===== src/rtl/marvin_debounce_pkg.sv =====
`timescale 1ns/1ps
`default_nettype none
// ============================================================================
// Module   : marvin_debounce_pkg
// Purpose  : Shared constants for the mechanical-input debounce front end:
//            timing defaults for the 10 MHz system clock and the board's
//            channel map (ten toggle switches plus one active-low button).
// Ports    : none (package)
// Revision : 1.0 - initial release
// ============================================================================
package marvin_debounce_pkg;

   // Clock cycles per millisecond at the 10 MHz system clock.
   localparam int DEBOUNCE_MS_10MHZ     = 10000;

   // 10 ms of stable input before a level change is accepted.
   localparam int DEFAULT_STABLE_CYCLES = 10 * DEBOUNCE_MS_10MHZ;

   // Board channel map.
   localparam int BOARD_CHANNELS = 11;
   localparam int SW0 = 0;
   localparam int SW1 = 1;
   localparam int SW2 = 2;
   localparam int SW3 = 3;
   localparam int SW4 = 4;
   localparam int SW5 = 5;
   localparam int SW6 = 6;
   localparam int SW7 = 7;
   localparam int SW8 = 8;
   localparam int SW9 = 9;
   localparam int BTN = 10;

   // The push-button pulls its pin low when pressed.
   localparam logic [BOARD_CHANNELS-1:0] DEFAULT_INVERT_MASK =
      BOARD_CHANNELS'(1) << BTN;

   // Counter width able to hold 0..stable_cycles.
   function automatic int cnt_width(input int stable_cycles);
      return $clog2(stable_cycles + 1);
   endfunction

endpackage : marvin_debounce_pkg
`default_nettype wire


===== src/rtl/marvin_debounce_ch.sv =====
`timescale 1ns/1ps
`default_nettype none
// ============================================================================
// Module   : marvin_debounce_ch
// Purpose  : One debounce channel: two-flop synchroniser, stable-time
//            counter, rise/fall strobes and a sticky toggle register.
// Ports    : clk        - system clock
//            rst_       - asynchronous active-low reset
//            raw        - unsynchronised pin input
//            toggle_clr - synchronous clear of toggle (wins over rise)
//            level      - debounced, active-high level
//            rise/fall  - one-cycle strobes on level 0->1 / 1->0
//            toggle     - flips on each rise
// Revision : 1.0 - initial release
// ============================================================================
module marvin_debounce_ch
   import marvin_debounce_pkg::*;
#(
   parameter int STABLE_CYCLES = DEFAULT_STABLE_CYCLES,
   parameter bit INVERT        = 1'b0
) (
   input  logic clk,
   input  logic rst_,
   input  logic raw,
   input  logic toggle_clr,
   output logic level,
   output logic rise,
   output logic fall,
   output logic toggle
);

   localparam int                c_cnt_w = cnt_width(STABLE_CYCLES);
   localparam logic [c_cnt_w-1:0] c_last  = c_cnt_w'(STABLE_CYCLES - 1);

   logic               r_s1;
   logic               r_s2;
   logic [c_cnt_w-1:0] r_cnt;
   logic               r_level;
   logic               r_rise;
   logic               r_fall;
   logic               r_toggle;
   logic               w_act;

   // Polarity-corrected synchronised input.
   assign w_act = r_s2 ^ INVERT;

   always_ff @(posedge clk or negedge rst_) begin
      if (!rst_) begin
         // Sync flops idle at the pin's inactive value so release is quiet.
         r_s1     <= INVERT;
         r_s2     <= INVERT;
         r_cnt    <= '0;
         r_level  <= 1'b0;
         r_rise   <= 1'b0;
         r_fall   <= 1'b0;
         r_toggle <= 1'b0;
      end else begin
         r_s1   <= raw;
         r_s2   <= r_s1;
         r_rise <= 1'b0;
         r_fall <= 1'b0;

         // Any single cycle back at the current level restarts the count,
         // so the counter can never run past c_last.
         if (w_act == r_level) begin
            r_cnt <= '0;
         end else if (r_cnt == c_last) begin
            r_level <= w_act;
            r_cnt   <= '0;
            r_rise  <= w_act;
            r_fall  <= ~w_act;
         end else begin
            r_cnt <= r_cnt + c_cnt_w'(1);
         end

         if (toggle_clr) begin
            r_toggle <= 1'b0;
         end else if (r_rise) begin
            r_toggle <= ~r_toggle;
         end
      end
   end

   assign level  = r_level;
   assign rise   = r_rise;
   assign fall   = r_fall;
   assign toggle = r_toggle;

endmodule : marvin_debounce_ch
`default_nettype wire


===== src/rtl/marvin_debounce.sv =====
`timescale 1ns/1ps
`default_nettype none
// ============================================================================
// Module   : marvin_debounce
// Purpose  : N-channel debounce front end for the board's mechanical inputs.
//            Each channel is independent; the wrapper adds a single
//            any_change event covering all channel strobes.
// Ports    : clk        - system clock
//            rst_       - asynchronous active-low reset
//            raw        - [CHANNELS] unsynchronised pin inputs
//            toggle_clr - [CHANNELS] synchronous toggle clears
//            level      - [CHANNELS] debounced active-high levels
//            rise/fall  - [CHANNELS] one-cycle edge strobes
//            toggle     - [CHANNELS] sticky toggles
//            any_change - OR of all rise/fall strobes, same cycle
// Revision : 1.0 - initial release
// ============================================================================
module marvin_debounce
   import marvin_debounce_pkg::*;
#(
   parameter int                  CHANNELS      = BOARD_CHANNELS,
   parameter int                  STABLE_CYCLES = DEFAULT_STABLE_CYCLES,
   parameter logic [CHANNELS-1:0] INVERT_MASK   = '0
) (
   input  logic                clk,
   input  logic                rst_,
   input  logic [CHANNELS-1:0] raw,
   input  logic [CHANNELS-1:0] toggle_clr,
   output logic [CHANNELS-1:0] level,
   output logic [CHANNELS-1:0] rise,
   output logic [CHANNELS-1:0] fall,
   output logic [CHANNELS-1:0] toggle,
   output logic                any_change
);

   for (genvar i = 0; i < CHANNELS; i++) begin : g_ch
      marvin_debounce_ch #(
         .STABLE_CYCLES (STABLE_CYCLES),
         .INVERT        (INVERT_MASK[i])
      ) u_ch (
         .clk        (clk),
         .rst_       (rst_),
         .raw        (raw[i]),
         .toggle_clr (toggle_clr[i]),
         .level      (level[i]),
         .rise       (rise[i]),
         .fall       (fall[i]),
         .toggle     (toggle[i])
      );
   end

   // Strobes are flop outputs, so this reduction lines up with them exactly.
   assign any_change = |(rise | fall);

endmodule : marvin_debounce
`default_nettype wire


===== config.mk =====
export PLATFORM = sky130hd
export DESIGN_NAME = marvin_debounce
export DESIGN_NICKNAME = d
export VERILOG_FILES = /design/src/rtl/marvin_debounce_pkg.sv /design/src/rtl/marvin_debounce_ch.sv /design/src/rtl/marvin_debounce.sv
export SDC_FILE = /design/constraint.sdc
export NUM_CORES = 1
export LEC_CHECK = 0
export CAP_MARGIN = 20
export CORE_MARGIN = 8
export CORE_UTILIZATION = 35
export CTS_BUF_LIST = sky130_fd_sc_hd__clkbuf_16
export DETAILED_ROUTE_END_ITERATION = 8
export PLACE_DENSITY = 0.55
export RECOVER_POWER = 100
export SYNTH_ARGS = -nofsm -noshare
export SYNTH_HDL_FRONTEND = slang
export SYNTH_HIERARCHICAL = 1
export SYNTH_SLANG_ARGS = --single-unit

===== constraint.sdc =====
create_clock -name clk -period 2.19 [get_ports clk]
set_input_delay 0.3285 -clock clk [delete_from_list [all_inputs] [get_ports clk]]
set_output_delay 0.3285 -clock clk [all_outputs]
set_load 0.1 [all_outputs]

# Word level (Yosys, flattened, before mapping)
# Cells that the tools add are included.
dict set report totals {
  input_bits 24
  word_cells 255
  output_inout_bits 45
  reg_bits 253
}
dict set report op_classes {
  add_sub_neg 11
  bitwise 34
  muxes 88
  reduce_logical 23
  eq_ne 22
}
# op count
set op_table {}
lappend op_table {{2-to-1 mux 17 bit} 22}
lappend op_table {{adder 17 x 1 -> 17 bit, second input constant} 11}
lappend op_table {{== test 17 bit, second input constant} 11}
lappend op_table {{2-to-1 mux 1 bit} 66}
lappend op_table {{NOT 1 bit} 33}
lappend op_table {{AND reduction 2 bit} 11}
lappend op_table {{nonzero test 2 bit} 11}
lappend op_table {{== test 1 bit} 11}
lappend op_table {{bitwise OR 11 bit} 1}
lappend op_table {{OR reduction 11 bit} 1}

# Logic depth before layout (Yosys ltp)
# Gate-level depths: netlist of run 1.
dict set report logic_depth {
  word_depth 3
  depth_mapped 6
  mapped_depth_nobuf 5
}

# By module
# Netlist of run 1, hierarchy kept.
# module cells_each n_inst area_each_um2
set by_module_without_submodules {}
lappend by_module_without_submodules {marvin_debounce_ch 97 11 1054.8}
lappend by_module_without_submodules {marvin_debounce 7 1 46.3}

# Least setup slack after synthesis of run 1
# OpenSTA, ideal clock, no wires.
dict set report synth_path {
  path_kind {register to output}
  startpoint {register g_ch[3].u_ch.r_rise}
  endpoint {output any_change}
  arrival_time_ns 2.275
  stages_incl_launch_ff 3
  path_slack_ns -0.414
  path_cell_list {dfrtp_1 -> or4_1 -> or4_1}
}
dict set report synth_via {
  elab_chain_len 2
}
# element line
set synth_rtl {}
lappend synth_rtl {{start: declaration} marvin_debounce_ch.sv:39} ;# logic r_rise;
lappend synth_rtl {{start signal: assignment} marvin_debounce_ch.sv:70} ;# r_rise <= w_act;
lappend synth_rtl {{bitwise OR 11 bit} marvin_debounce.sv:53} ;# assign any_change = |(rise | fall);
lappend synth_rtl {{OR reduction 11 bit} marvin_debounce.sv:53}
lappend synth_rtl {{end: declaration} marvin_debounce.sv:33} ;# output logic any_change
# No other way between the ends.

# Worst setup path after layout of run 1
dict set report layout_path {
  startpoint {register g_ch[0].u_ch.r_rise}
  endpoint {output any_change}
}
dict set report layout_via {
  elab_chain_len 2
}
# element line
set layout_rtl {}
lappend layout_rtl {{start: declaration} marvin_debounce_ch.sv:39}
lappend layout_rtl {{start signal: assignment} marvin_debounce_ch.sv:70}
lappend layout_rtl {{bitwise OR 11 bit} marvin_debounce.sv:53}
lappend layout_rtl {{OR reduction 11 bit} marvin_debounce.sv:53}
# No other way between the ends.

==> impl_metrics.env, run 1 <==
export IMPL_cts_tree="yes"
export IMPL_gr_usage_all_layers_pct=12.3
export IMPL_drive_above_1_share_pct=12.6
export IMPL_regToRegStartpoint="g_ch[7].u_ch/r_cnt[8]"
export IMPL_initial_core_util_pct=35.2
export IMPL_via_count=8054
export IMPL_slew_viol_final=0
export IMPL_p_int_uw=7750
export IMPL_ant_nets=0
export IMPL_drt_wl_total_um=23700
export IMPL_synth_top_family_by_area="simple AND/OR/NAND/NOR gates"
export IMPL_min_path_type="primary input to flop"
export IMPL_syn_area_um2=11600
export IMPL_tightestPinTransition_ns=1.15
export IMPL_ioPinCount=69
export IMPL_synth_top_area_share_pct=54.4
export IMPL_grt_pass1_wl_um=40400
export IMPL_ctsHtreeMaxLevel=1
export IMPL_nFillCells=3256
export IMPL_antenna_cells=0
export IMPL_ys_flop_type="dfrtp_1"
export IMPL_yosysUniqueCellTypes=23
export IMPL_clk_pin_slew_ns=0.06
export IMPL_drc_errors=0
export IMPL_syn_nets=1109
export IMPL_wl_met1_um=11800
export IMPL_synth_seq_cells=253
export IMPL_sw_frac_of_total_pct=22.4
export IMPL_path_cells="nor4_2 > buf_4 > nand4_1 > or4_4 > buf_12"
export IMPL_ir_drop_mv=0.554
export IMPL_async_flop_share_pct=100
export IMPL_status="finished with violations"
export IMPL_avgSynthCellArea_um2=10.8
export IMPL_tns_ns=-0.469
export IMPL_wl_met3_um=1380
export IMPL_critPathCapture="any_change"
export IMPL_core_area_um2=33100
export IMPL_die_y_um=198
export IMPL_synth_cells=1074
export IMPL_synthMuxAreaShare_pct=1.42
export IMPL_rows=67
export IMPL_seqPwrFrac_pct=48.2
export IMPL_post_cts_buffers=0
export IMPL_cts_root_buffer="clkbuf_16"
export IMPL_maxCapViolCount=0
export IMPL_slew_headroom_pct=23.0
export IMPL_synth_fa_ha_area_share_pct=1.18
export IMPL_yosysWarnings=6
export IMPL_highest_layer="met4"
export IMPL_dr_pass1_iters=4
export IMPL_drt_iter0_markers=405
export IMPL_setup_viol=1
export IMPL_period_minus_slack_ns=2.66
export IMPL_violations="negative setup slack"
export IMPL_synth_simple_gate_area_share_pct=26.0
export IMPL_grt_pass1_vias=8043
export IMPL_p_sw_uw=2240
export IMPL_crit_required_ns=1.86
export IMPL_rr_worst_depth=4
export IMPL_synth_area_leaders="dfrtp_1 54%, xnor2_1 9.1%, nor2_1 6.0%"
export IMPL_synth_compound_area_share_pct=0.945
export IMPL_wl_met2_um=10100
export IMPL_max_stage_delay_ns=0.53
export IMPL_fmax_ghz=0.376
export IMPL_cp_depth=5
export IMPL_antenna_found_initial=0
export IMPL_ff2ff_setup_slack_ns=0.12
export IMPL_finClkSkew_ns=0.0188
export IMPL_vias_per_cell=4.84
export IMPL_nNetsFinal=1229
export IMPL_fin_crit_sh_pct=121
export IMPL_cp_data_arrival_time_ns=2.33
export IMPL_rsz0062_at_grt="true"
export IMPL_synthTopCellsByCount="253 x dfrtp_1, 187 x nor2_1, 121 x xnor2_1, 67 x nand4_1, 59 x nor4_1"
export IMPL_synth_xor_area_share_pct=13.2
export IMPL_critPathMaxFanout=2
export IMPL_grt_overflow=0
export IMPL_hpwl_um=16500
export IMPL_clock_power_share_pct=49.0
export IMPL_comb_power_share_pct=2.9
export IMPL_power_leakage_uw=0.00561
export IMPL_critPathCaptureType="output port"
export IMPL_yosysMostFrequentCell="dfrtp_1"
export IMPL_die_area_um2=39400
export IMPL_critPathLaunch="g_ch[0].u_ch/rise"
export IMPL_dp_worst_setup_slack_ns=0.0628
export IMPL_slowest_stage="or4_4"
export IMPL_crit_buf_inv=2
export IMPL_cts_made_buffers=29
export IMPL_grt_max_degree=48
export IMPL_cts_sinks=253
export IMPL_setup_ws_ns=-0.469
export IMPL_synth_edf_count=0
export IMPL_clock_latency_ns=0.54
export IMPL_p_per_area_nw_per_um2=734
export IMPL_syn_to_final_growth_pct=16.8
export IMPL_path_class="flop to output port"
export IMPL_io_buffers=68
export IMPL_die_w_um=198
export IMPL_gp_congestion=0.848
export IMPL_synth_top_area_cell="dfrtp_1"
export IMPL_ys_seq_area_share_pct=54.4
export IMPL_dp_cells=1610
export IMPL_critPathTopFamily="simple AND/OR/NAND/NOR gates"
export IMPL_cts_buffer_depth=3
export IMPL_start_kind="flop"
export IMPL_wl_per_cell_um=14.2
export IMPL_fin_cells=1665
export IMPL_finalHoldViolations=0
export IMPL_regToRegEndpoint="g_ch[7].u_ch/r_cnt[10]"
-- flip-flops by register name (all words and copies together) (netlist names) --
| signal | count |
|---|---|
| g_ch.u_ch/r_s2 | 11 |
| g_ch.u_ch/level | 11 |
| g_ch.u_ch/toggle | 11 |
| g_ch.u_ch/fall | 11 |
| g_ch.u_ch/rise | 11 |
| g_ch.u_ch/r_s1 | 11 |
| g_ch.u_ch/r_cnt | 187 |
-- power by group through the flow --
stage / Sequential, uW / Combinational (uW) / Clock (uW)
after floorplan: 4880 / 149 / 0
after global placement: 4900 / 328 / 0
after detailed placement: 4900 / 327 / 0
after CTS: 4810 / 332 / 5080
after global routing: 4820 / 338 / 5260
final: 4810 / 287 / 4890
-- cell usage in the layout, fill, tap and decap left out, drive strengths merged, types with 12 or more instances in the layout --
cell	instances
buf	35
xnor2	121
nand2	55
nor3	33
dfrtp	253
nand4	67
clkbuf	82
nor4	59
dlygate4sd3	12
nor3b	22
clkinv	14
inv	25
or4	35
nand3	55
nor2	187
xor2	55
-- cells by family after synthesis --
| logic type | after synthesis |
|---|---|
| AO/OA/AOI/OAI | 22 |
| AND/OR/NAND/NOR | 557 |
| flip-flops | 253 |
| buffers and inverters | 44 |
| XOR/XNOR | 176 |
| multiplexers | 11 |
| adder cells (fa/ha/maj) | 11 |
-- final cells by class --
type                            instances  area, um^2  share of cell area [%]
Multi-Input combinational cell        777        4860                    35.7
Tap cell                              448         561                    4.12
Clock buffer                           29         726                    5.33
Timing Repair Buffer                  111         781                    5.74
Sequential cell                       253        6340                    46.6
Clock inverter                         25         259                    1.90
Inverter                               22        82.6                   0.607
-- per-layer routing --
layer | vias to the layer above | global-route usage, %
li1 | 4037 | -
met3 | 33 | 3.13
met4 | 0 | 2.80
met5 | - | 0
met2 | 118 | 18.8
met1 | 3866 | 17.2
-- worst min path at each step --
stage / cells past startpoint / from / endpoint
after floorplan: 0 / rst_ / g_ch[0].u_ch/fall
after detailed placement: 1 / rst_ / g_ch[9].u_ch/r_cnt[10]
after global placement: 1 / rst_ / g_ch[9].u_ch/r_cnt[9]
final: 2 / toggle_clr[5] / g_ch[5].u_ch/toggle
after CTS: 1 / raw[10] / g_ch[10].u_ch/r_s1
after global routing: 2 / toggle_clr[5] / g_ch[5].u_ch/toggle
-- metrics by stage --
| step | cell area [um^2] | total power, uW | utilization [%] | hold WS [ns] |
|---|---|---|---|---|
| floorplan | 11700 | 5030 | - | 0.0329 |
| global placement | 12900 | 5230 | 39.1 | 0.272 |
| detailed placement | 12900 | 5230 | 39.1 | 0.272 |
| CTS | 13900 | 10200 | 42.1 | 0.205 |
| global route | 13600 | 10400 | 41.1 | 0.306 |
| finish | 13600 | 10000 | 41.1 | 0.310 |
-- timing repair --
item / CTS / global route
hold endpoints to repair: 41 / 0
gates resized for setup: 1 / 1
hold buffers: 1 / 0
setup endpoints to repair: 1 / 1
(Power assumes the default switching activity.)
==> inputs of run 2 (changes only) <==
--- a/config.mk
+++ b/config.mk
@@ -11,2 +11,3 @@
 export CTS_BUF_LIST = sky130_fd_sc_hd__clkbuf_16
+export CTS_CLUSTER_SIZE = 10
 export DETAILED_ROUTE_END_ITERATION = 8
--- a/constraint.sdc
+++ b/constraint.sdc
@@ -3,2 +3,2 @@
 set_output_delay 0.3285 -clock clk [all_outputs]
-set_load 0.1 [all_outputs]
+set_load 0.01 [all_outputs]
==> impl_metrics.env, run 2 (synthesis gave the netlist of run 1 again) <==
export IMPL_syn_to_final_growth_pct=18.5
export IMPL_ff2ff_setup_slack_ns=0.07
export IMPL_post_cts_buffers=0
export IMPL_clk_pin_slew_ns=0.06
export IMPL_ctsHtreeMaxLevel=1
export IMPL_min_path_type="primary input to flop"
export IMPL_fin_crit_sh_pct=114
export IMPL_tns_ns=-0.304
export IMPL_cts_root_buffer="clkbuf_16"
export IMPL_grt_overflow=0
export IMPL_cts_buffer_depth=3
export IMPL_highest_layer="met5"
export IMPL_setup_viol=1
export IMPL_nFillCells=3194
export IMPL_clock_latency_ns=0.54
export IMPL_final_area_um2=13800
export IMPL_ioPinCount=69
export IMPL_maxCapViolCount=0
export IMPL_setup_ws_ns=-0.304
export IMPL_initial_core_util_pct=35.2
export IMPL_drive_above_1_share_pct=8.40
export IMPL_grt_pass1_vias=8051
export IMPL_dr_pass1_iters=4
export IMPL_finClkSkew_ns=0.0163
export IMPL_regMostFlops="g_ch.u_ch/r_cnt"
export IMPL_tightestPinTransition_ns=0.974
export IMPL_fin_util_pct=41.7
export IMPL_critPathMaxFanout=2
export IMPL_p_per_area_nw_per_um2=685
export IMPL_cts_made_buffers=30
export IMPL_hpwl_um=16100
export IMPL_fmax_ghz=0.401
export IMPL_critPathCapture="any_change"
export IMPL_critPathCaptureType="output port"
export IMPL_die_y_um=198
export IMPL_rr_worst_depth=3
export IMPL_via_count=8023
export IMPL_crit_required_ns=1.86
export IMPL_final_common_cell="dfrtp_1"
export IMPL_grt_pass1_wl_um=39800
export IMPL_rsz0062_at_grt="true"
export IMPL_drc_errors=0
export IMPL_antenna_found_initial=1
export IMPL_slew_viol_final=0
export IMPL_dpl_cell_area_um2=13100
export IMPL_status="finished with violations"
export IMPL_slowest_stage="or4_1"
export IMPL_final_seq_area_um2=6330
export IMPL_wl_met3_um=1230
export IMPL_vias_per_cell=4.82
export IMPL_grt_max_degree=73
export IMPL_slew_headroom_pct=35.1
export IMPL_wl_met2_um=9840
export IMPL_critPathLaunch="g_ch[0].u_ch/rise"
export IMPL_cts_tree="yes"
export IMPL_path_class="flop to output port"
export IMPL_io_buffers=68
export IMPL_drt_wl_total_um=23000
export IMPL_min_from="toggle_clr[4]"
export IMPL_gr_usage_all_layers_pct=12.0
export IMPL_ir_drop_mv=0.667
export IMPL_regToRegEndpoint="g_ch[6].u_ch/rise"
export IMPL_cp_data_arrival_time_ns=2.17
export IMPL_rows=67
export IMPL_multi_input_area_um2=4960
export IMPL_wl_met1_um=11400
export IMPL_period_minus_slack_ns=2.49
export IMPL_max_stage_delay_ns=0.45
export IMPL_start_kind="flop"
export IMPL_drt_iter0_markers=333
export IMPL_finalHoldViolations=0
export IMPL_cts_sinks=253
export IMPL_antenna_cells=0
export IMPL_largest_register_ffs=187
export IMPL_dp_worst_setup_slack_ns=-0.220
export IMPL_violations="negative setup slack"
export IMPL_wl_per_cell_um=13.8
export IMPL_power_leakage_uw=0.00563
export IMPL_die_w_um=198
export IMPL_regToRegStartpoint="g_ch[6].u_ch/r_cnt[8]"
export IMPL_layout_common_cells="253 x dfrtp_1, 187 x nor2_1, 121 x xnor2_1"
export IMPL_gp_congestion=0.810
export IMPL_nNetsFinal=1243
export IMPL_core_area_um2=33100
export IMPL_path_cells="nor4_2 > buf_4 > nand4_1 > or4_1 > buf_2"
export IMPL_die_area_um2=39400
export IMPL_ant_nets=0
[run 2: cell count changes in the layout (fill, tap and decap cells not counted), sizes merged]
cell and delta:
buf +4, dlygate4sd3 +17, bufinv -3, clkdlybuf4s50 +27, clkbuf -33, clkinv -10, clkinvlp -4
[run 2: worst min path at each step]
| stage | depth (start not counted) | endpoint | slack, ns |
|---|---|---|---|
| 2_1_floorplan | 0 | g_ch[0].u_ch/fall | 0.03 |
| 3_3_place_gp | 0 | g_ch[1].u_ch/r_s2 | 0.33 |
| 3_5_place_dp | 0 | g_ch[5].u_ch/r_s2 | 0.34 |
| 4_1_cts | 1 | g_ch[6].u_ch/r_s1 | 0.19 |
| 5_1_grt | 2 | g_ch[0].u_ch/toggle | 0.31 |
| 6_report | 2 | g_ch[4].u_ch/toggle | 0.32 |
[run 2: final cells by class]
type,count,area share [%]
clock buffers,31,5.62
clock inverters,8,0.426
inverters,22,0.598
multi-input cells,777,35.9
flip-flops and latches,253,45.9
well taps,448,4.06
repair buffers,124,7.50
[run 2: worst max-delay path: cells and delay by family (launching register included)]
kind,cells,cell delay (ns)
buf+inv,2,0.32
simple gates,3,0.92
flops,1,0.39
[run 2: what timing repair did]
action                                  4_1_cts  5_1_grt
gates resized for setup                       6        0
cloned                                        0        0
pin swaps                                     2        1
hold buffers                                  1        0
hold endpoints to repair                     63        0
endpoints found under the setup margin        1        1
[run 2: layer usage]
metal  GRT usage [%]  up-vias
li1                -     4049
met1            16.8     3806
met2            18.4      126
met3            2.84       40
met4            3.24        2
met5               0        -
[run 2: stage by stage]
step	hold slack, ns	cells	total power, uW
after global routing	0.308	1663	9870
after CTS	0.193	1663	9680
after detailed placement	0.339	1623	5230
after global placement	0.331	1623	5220
final	0.316	1663	9460
after floorplan	0.0329	1074	5030
[run 2: report_power, final]
part	switching, uW	internal, uW
Clock	1760	2590
Combinational	190	98.2
Sequential	71.7	4750
